File: config.mk
export PLATFORM = sky130hd
export DESIGN_NAME = note_player
export DESIGN_NICKNAME = d
export VERILOG_FILES = /design/src/rtl/note_player_pkg.sv /design/src/rtl/frequency_rom.sv /design/src/rtl/note_player.sv
export SDC_FILE = /design/constraint.sdc
export NUM_CORES = 1
export LEC_CHECK = 0
export ABC_AREA = 1
export BUFFER_PORTS_ARGS = -buffer_cell sky130_fd_sc_hd__buf_2
export CAP_MARGIN = 10
export CORE_MARGIN = 3
export CORE_UTILIZATION = 45
export CTS_BUF_LIST = sky130_fd_sc_hd__clkbuf_8
export DETAILED_ROUTE_END_ITERATION = 6
export PLACE_DENSITY_LB_ADDON = 0.15
export SLEW_MARGIN = 20
export SYNTH_ARGS = -nofsm -noshare
export SYNTH_HDL_FRONTEND = slang
export SYNTH_SLANG_ARGS = --single-unit
File: constraint.sdc
create_clock -name clk -period 2.3 [get_ports clk]
set_clock_uncertainty 0.1 [all_clocks]
set_input_delay 0.23 -clock clk [delete_from_list [all_inputs] [get_ports clk]]
set_output_delay 0.23 -clock clk [all_outputs]
set_load 0.02 [all_outputs]
File: src/rtl/note_player_pkg.sv
// Shared widths and FSM state encodings for the per-voice note timing stage.
// Imported by note_player and frequency_rom.
package note_player_pkg;

  localparam int NOTE_WIDTH     = 6;
  localparam int DURATION_WIDTH = 6;
  localparam int ROM_WIDTH      = 20;
  localparam int STEP_WIDTH_DEF = ROM_WIDTH;
  localparam int STATE_WIDTH    = 2;

  typedef enum logic [STATE_WIDTH-1:0] {
    IDLE    = 2'd0,
    LOOKUP  = 2'd1,
    PLAYING = 2'd2
  } state_e;

endpackage

File: src/rtl/frequency_rom.sv
// Note number to phase-increment ROM: round(27.5*2^((n-1)/12) * 2^20 / 48000).
// Synchronous read, one cycle of latency; entry 0 (rest) is zero.
module frequency_rom
  import note_player_pkg::*;
(
  input  logic                  clk,
  input  logic [NOTE_WIDTH-1:0] addr,
  output logic [ROM_WIDTH-1:0]  data_q
);

  logic [ROM_WIDTH-1:0] data_d;

  always_comb begin
    data_d = '0;
    case (addr)
      6'd1:  data_d = 20'd601;
      6'd2:  data_d = 20'd636;
      6'd3:  data_d = 20'd674;
      6'd4:  data_d = 20'd714;
      6'd5:  data_d = 20'd757;
      6'd6:  data_d = 20'd802;
      6'd7:  data_d = 20'd850;
      6'd8:  data_d = 20'd900;
      6'd9:  data_d = 20'd954;
      6'd10: data_d = 20'd1010;
      6'd11: data_d = 20'd1070;
      6'd12: data_d = 20'd1134;
      6'd13: data_d = 20'd1201;
      6'd14: data_d = 20'd1273;
      6'd15: data_d = 20'd1349;
      6'd16: data_d = 20'd1429;
      6'd17: data_d = 20'd1514;
      6'd18: data_d = 20'd1604;
      6'd19: data_d = 20'd1699;
      6'd20: data_d = 20'd1800;
      6'd21: data_d = 20'd1907;
      6'd22: data_d = 20'd2021;
      6'd23: data_d = 20'd2141;
      6'd24: data_d = 20'd2268;
      6'd25: data_d = 20'd2403;
      6'd26: data_d = 20'd2546;
      6'd27: data_d = 20'd2697;
      6'd28: data_d = 20'd2858;
      6'd29: data_d = 20'd3028;
      6'd30: data_d = 20'd3208;
      6'd31: data_d = 20'd3398;
      6'd32: data_d = 20'd3600;
      6'd33: data_d = 20'd3815;
      6'd34: data_d = 20'd4041;
      6'd35: data_d = 20'd4282;
      6'd36: data_d = 20'd4536;
      6'd37: data_d = 20'd4806;
      6'd38: data_d = 20'd5092;
      6'd39: data_d = 20'd5395;
      6'd40: data_d = 20'd5715;
      6'd41: data_d = 20'd6055;
      6'd42: data_d = 20'd6415;
      6'd43: data_d = 20'd6797;
      6'd44: data_d = 20'd7201;
      6'd45: data_d = 20'd7629;
      6'd46: data_d = 20'd8083;
      6'd47: data_d = 20'd8563;
      6'd48: data_d = 20'd9072;
      6'd49: data_d = 20'd9612;
      6'd50: data_d = 20'd10184;
      6'd51: data_d = 20'd10789;
      6'd52: data_d = 20'd11431;
      6'd53: data_d = 20'd12110;
      6'd54: data_d = 20'd12830;
      6'd55: data_d = 20'd13593;
      6'd56: data_d = 20'd14402;
      6'd57: data_d = 20'd15258;
      6'd58: data_d = 20'd16165;
      6'd59: data_d = 20'd17127;
      6'd60: data_d = 20'd18145;
      6'd61: data_d = 20'd19224;
      6'd62: data_d = 20'd20367;
      6'd63: data_d = 20'd21578;
      default: data_d = '0;
    endcase
  end

  always_ff @(posedge clk) begin
    data_q <= data_d;
  end

endmodule

File: src/rtl/note_player.sv
// Single-voice note timing stage: latches {note, duration}, looks up the step,
// holds it for the requested beats. NOTE_PLAYER_GAP_EN mutes the last beat.
//
// state   | meaning
// IDLE    | voice free, note_done high, silent
// LOOKUP  | ROM read cycle for the latched note
// PLAYING | step held until the beat count runs out
module note_player
  import note_player_pkg::*;
#(
  parameter int STEP_WIDTH = STEP_WIDTH_DEF
) (
  input  logic                      clk,
  input  logic                      reset,
  input  logic                      play_enable,
  input  logic [NOTE_WIDTH-1:0]     note_to_load,
  input  logic [DURATION_WIDTH-1:0] duration_to_load,
  input  logic                      load_new_note,
  input  logic                      beat,
  output logic [STEP_WIDTH-1:0]     step_size,
  output logic                      note_done
);

  state_e                    state_q, state_d;
  logic [DURATION_WIDTH-1:0] beat_count_q, beat_count_d;
  logic [DURATION_WIDTH-1:0] duration_q, duration_d;
  logic [NOTE_WIDTH-1:0]     note_q, note_d;
  logic [ROM_WIDTH-1:0]      rom_data;
  logic                      beat_hit;
  logic                      count_zero;
  logic                      gap_mute;

  frequency_rom u_frequency_rom (
    .clk    (clk),
    .addr   (note_q),
    .data_q (rom_data)
  );

  assign beat_hit   = play_enable && beat;
  assign count_zero = (beat_count_q == '0);

  always_ff @(posedge clk) begin
    if (reset) begin
      state_q      <= IDLE;
      beat_count_q <= '0;
      duration_q   <= '0;
      note_q       <= '0;
    end else begin
      state_q      <= state_d;
      beat_count_q <= beat_count_d;
      duration_q   <= duration_d;
      note_q       <= note_d;
    end
  end

  // A load wins over everything, including a beat in the same cycle.
  always_comb begin
    state_d      = state_q;
    beat_count_d = beat_count_q;
    duration_d   = duration_q;
    note_d       = note_q;
    if (load_new_note) begin
      state_d      = LOOKUP;
      beat_count_d = duration_to_load;
      duration_d   = duration_to_load;
      note_d       = note_to_load;
    end else begin
      case (state_q)
        IDLE: begin
          state_d = IDLE;
        end
        LOOKUP: begin
          state_d = PLAYING;
          if (beat_hit && !count_zero) begin
            beat_count_d = beat_count_q - DURATION_WIDTH'(1);
          end
        end
        PLAYING: begin
          if (count_zero) begin
            state_d = IDLE;
          end else if (beat_hit) begin
            beat_count_d = beat_count_q - DURATION_WIDTH'(1);
            if (beat_count_q == DURATION_WIDTH'(1)) begin
              state_d = IDLE;
            end
          end
        end
        default: begin
          state_d = IDLE;
        end
      endcase
    end
  end

`ifdef NOTE_PLAYER_GAP_EN
  assign gap_mute = (beat_count_q == DURATION_WIDTH'(1)) &&
                    (duration_q >= DURATION_WIDTH'(2));
`else
  assign gap_mute = 1'b0;
`endif

  always_comb begin
    step_size = '0;
    if ((state_q == PLAYING) && play_enable && (note_q != '0) &&
        !count_zero && !gap_mute) begin
      step_size = STEP_WIDTH'(rom_data);
    end
  end

  assign note_done = (state_q == IDLE);

endmodule

### After elaboration in Yosys (flattened, before gate mapping)

Memory sizes are Yosys's and may differ from the RTL's. A register that Yosys moved wholly into a read port is not among the register bits.
Cells that the tools add are included.

* muxes and demuxes: 11
* add/sub/neg operators: 1
* reduce and logical (&&, ||, !) cells: 14
* equality and inequality tests: 10

Operators with widths (number)
* 6-bit two-way mux: 4
* 20-bit two-way mux: 1
* 3-bit != test, second input constant: 5
* 6-bit case mux with 2 select lines: 1
* 4-bit != test, second input constant: 2
* 6-bit by 1-bit == test with 1-bit output, second input constant: 1
* 6-bit logical NOT: 1
* 2-bit two-way mux: 3
* 6-bit nonzero test: 1
* 6-bit by 1-bit subtractor with 6-bit output, second input constant: 1
* 1-bit logical AND: 5
* 2-bit case mux with 2 select lines: 1
* 2-bit AND reduction: 2
* 4-bit AND reduction: 1
* 3-bit nonzero test: 1
* 2-bit by 1-bit == test with 1-bit output, second input constant: 1
* 2-bit == test, second input constant: 1
* 2-bit logical NOT: 1
* 2-bit OR reduction: 1
* 1-bit logical NOT: 1
* 1-bit two-way mux: 1

* output and inout bits: 21
* register bits after elaboration: 34
* bits in read-only memories: 960
* memories: 1
* bits of input ports: 17
* word-level logic and storage cells: 42

Memory list
* (no name shown): words 64, width 15, rd ports 1, clocked after Yosys merged registers in 1, write ports 0, RTL line frequency_rom.sv:15 `case (addr)`

### Longest topological paths before layout

* depth after elaboration: 6
* mapped depth: 11
* gate-level depth less buffers: 11

### By module

Synthesis repeated with hierarchy kept, for this count alone.

* cell total of the unflattened synthesis: 458
* area, all modules: 2628.8 um2

By module, submodules not included
* frequency_rom: instances 1, cells an instance 314, area an instance 1739.2 um2, sequential area each 300.3 um2
* note_player: instances 1, cells an instance 144, area an instance 889.6 um2, sequential area each 280.3 um2

### Worst setup path after synthesis

No wires, ideal clock.

* path type: reg2out
* from: register note_q[0]
* to: output step_size[11]
* buffers on the path: 1
* cell stages (with the launch flop): 7
* arrival time: 1.533 ns
* data required time: 1.970 ns
* path slack: 0.437 ns
* cell sequence: dfxtp_1 -> inv_1 -> ha_1 -> nand4_1 -> nand3_2 -> buf_6 -> nor2_1

* word-level cells in the longest chain between the ends: 4

RTL lines
* start: declaration: RTL line note_player.sv:27 `logic [NOTE_WIDTH-1:0] note_q, note_d;`
* start signal: assignment: RTL line note_player.sv:52 `note_q <= note_d;`
* 6-bit nonzero test: RTL line note_player.sv:104 `if ((state_q == PLAYING) && play_enable && (note_q != '0) &&`
* 1-bit logical AND (2 in a row): RTL line note_player.sv:104
* 20-bit two-way mux: RTL line note_player.sv:104
* end: declaration: RTL line note_player.sv:20 `output logic [STEP_WIDTH-1:0] step_size,`

No other way between the ends.

### Worst setup path after layout

* from: register beat_count_q[0]
* to: output step_size[6]

* word-level cells in the longest chain between the ends: 4

RTL lines
* start: declaration: RTL line note_player.sv:25 `logic [DURATION_WIDTH-1:0] beat_count_q, beat_count_d;`
* start signal: assignment: RTL line note_player.sv:50 `beat_count_q <= beat_count_d;`
* 6-bit logical NOT: RTL line note_player.sv:40 `assign count_zero = (beat_count_q == '0);`
* 1-bit logical NOT: RTL line note_player.sv:105 `!count_zero && !gap_mute) begin`
* 1-bit logical AND: RTL line note_player.sv:104
* 20-bit two-way mux: RTL line note_player.sv:104

No other way between the ends.

==> metrics.md <==
| Metric | Value |
|---|---|
| Share of the yosys chip area belonging to registers | 0.235 |
| Rows | 26 |
| RSZ-0062 raised after global routing | no |
| CTS tree | done |
| Post-synth EDFFs | 0 |
| H-Tree Level Count | 2 |
| Critical path buffers and inverters | 3 |
| Period Utilization, post-route | 0.888 |
| Fin crit period | 2040 ps |
| Hold buffer count at CTS | 0 |
| CTS root buffer | clkbuf_8 |
| # resized after CTS | 0 |
| Bufs on Longest Clock Path | 2 |
| RePlAce Congestion | 1.01 |
| Mapped cell area | 2470 µm² |
| Worst setup SP type | register |
| Final setup viols | 0 |
| Routed length per instance | 13.2 µm |
| Simple-Gate Fraction of Synth Area | 0.440 |
| HP Class | input port to register |
| Largest net degree at the start of global routing | 21 |
| Setup bufs post-CTS | 0 |
| CP max FO | 15 |
| CP endpoint kind | output pin |
| Slowest CP cell | dfxtp_1 |
| Worst EP required | 1970 ps |
| Total CTS buffers | 5 |
| ANT cells | 0 |
| Clock sinks | 29 |
| Synth Flop Type | dfxtp_1 |
| Area of the die | 6400 µm² |
| Post-Syn Instances | 432 |
| First-pass iteration count of the detailed router | 5 |
| GR Util All Layers | 0.234 |
| Share of layout cells above drive strength 1 | 0.140 |
| Status | finished, final reports clean |
| Synth Area per Inst | 5.71 µm² |
| Grt total ovfl | 0 |
| Die span in y | 80.0 µm |
| Slew Limit Fails | 0 |
| P_leak | 0.00149 µW |
| Hold slack | 38.7 ps |
| Critical-path cell list | inv_1 > ha_1 > nand3_2 > nand3_1 > inv_1 > nand3_4 > nor2_1 > buf_2 |
| Largest family of logic cells by synthesized area | simple AND/OR/NAND/NOR gates |
| Die width | 80.0 µm |
| Post-Synth XOR/XNOR Area | 0 |
| Power Density | 524 nW/µm² |
| Ys async rst share | 0 |
| Area Overhead vs Synth | 10.9% |
| Final hold viol count | 0 |
| Global-route wire length before repair | 11900 µm |
| Io pins | 38 |
| # port buffers | 32 |
| Flops & latches, synth | 29 |
| Synth Area in Adders | 0.0609 |
| TNS Setup | 0 ps |
| Initial DRC count | 365 |
| Setup CP Type | register to output pin |
| Detail Route met2 WL | 3130 µm |
| DP HPWL | 5200 µm |
| Worst vdd ir | 0.000389 V |
| Netlist cell types | 25 |
| Vias per inst | 5.24 |
| Post-Route WL | 7060 µm |
| Ys Warns | 0 |
| Drt drc | 0 |
| Worst-Skew Late Latency | 290 ps |
| Total Nets Final | 491 |
| Slowest stage delay, CP | 370 ps |
| Initial antenna violation count | 0 |
| CP most frequent cell | inv_1 |
| Max-Cap Viols | 0 |
| Max Clock Freq | 490 MHz |
| Uppermost routed layer | met4 |
| Vias | 2794 |
| CTS clk-pin slew, worst paths | 70 ps |
| DRT antenna net count | 0 |
| Routed wl met3 | 713 µm |
| Synth Area in Compound Gates | 0.117 |
| Core box area | 5200 µm² |
| Cell family with most CP delay | simple AND/OR/NAND/NOR gates |
| Multiplexer area fraction after synthesis | 0 |
| WP data arrival | 1710 ps |
| Wire length on met1 | 2990 µm |
| Vias in the first global route | 2526 |
| Initial core utilization | 0.474 |
synth_stat cells, types with 3 or more instances:
master | number | area share
nor2_1 | 58 | 0.088
buf_4 | 9 | 0.027
nand2_2 | 3 | 0.0076
inv_2 | 6 | 0.0091
inv_1 | 48 | 0.073
nand2_1 | 141 | 0.21
ha_1 | 12 | 0.061
nand4_1 | 3 | 0.0076
o211ai_1 | 6 | 0.018
nor3_1 | 4 | 0.0081
a21oi_1 | 11 | 0.022
o21ai_1 | 6 | 0.012
nor2_2 | 3 | 0.0076
o21ai_0 | 29 | 0.059
buf_2 | 6 | 0.012
nand3_1 | 44 | 0.089
buf_6 | 4 | 0.018
dfxtp_1 | 29 | 0.24
metrics by stage:
| step | area (µm²) | total power (µW) | util | instances | setup WS [ps] |
|---|---|---|---|---|---|
| after floorplan | 2480 | 914 | - | 436 | 437 |
| after global placement | 2640 | 1010 | 0.507 | 525 | 412 |
| after detailed placement | 2640 | 1010 | 0.507 | 525 | 332 |
| after CTS | 2730 | 1430 | 0.524 | 533 | 18.4 |
| after global routing | 2730 | 1530 | 0.525 | 533 | 80.9 |
| final | 2730 | 1430 | 0.525 | 533 | 257 |
routing by layer:
metal,GRT usage,vias up
met2,0.358,172
met3,0.0497,32
li1,-,1404
met1,0.312,1186
met5,0,-
met4,0.108,0
path summary, 6_finish.rpt:
check                 startpoint                         to  slack [ps]  cells past startpoint
max              beat_count_q[0]               step_size[6]         260                      8
min          duration_to_load[0]            beat_count_q[0]          40                      3
max reg2reg            note_q[1]  u_frequency_rom.data_q[4]         440                      8
min reg2reg           state_q[0]                 state_q[1]         410                      2
logic make-up (layout without fill, tap and decap cells):
family	after synthesis	after routing
flops	29	29
other cells	1	5
compound gates	54	54
buf+inv	76	103
fa+ha+maj	12	12
simple gates	260	260
layout make-up:
class / instances / area [µm²]
multi-input cells: 331 / 1550
inverters: 55 / 206
flip-flops and latches: 29 / 582
clock inverters: 3 / 17.5
fillers: 563 / 2470
clock buffers: 5 / 68.8
well taps: 70 / 87.6
repair buffers: 40 / 220
flip-flops by register name (all words and copies together) (netlist names):
register	count
beat_count_q	6
state_q	2
u_frequency_rom.data_q	15
note_q	6
cells in the final DEF, fill, tap and decap left out, types with 3 or more instances in the layout:
master    Yosys  final
a21oi_1      11     11
buf_2         6     32
buf_4         9      8
clkbuf_8      0      5
conb_1        1      5
dfxtp_1      29     28
ha_1         12     12
inv_1        48     48
inv_2         6      6
nand2_1     141    141
nand2_2       3      3
nand3_1      44     44
nand4_1       3      3
nor2_1       58     58
nor2_2        3      3
nor3_1        4      4
o211ai_1      6      6
o21ai_0      29     29
o21ai_1       6      6
tightest hold or removal path, cell delays in order:
cell and delay (ps):
buf_2 70, nand2_1 40, nand2_1 50
power breakdown:
part	switching (µW)	internal, µW	total, µW	leakage (µW)
Sequential	25.2	554	580	0.000241
Clock	214	208	422	0.0000439
Combinational	288	141	429	0.00121
Total	527	904	1430	0.00149
No activity file was read; power rests on OpenSTA's default activity.
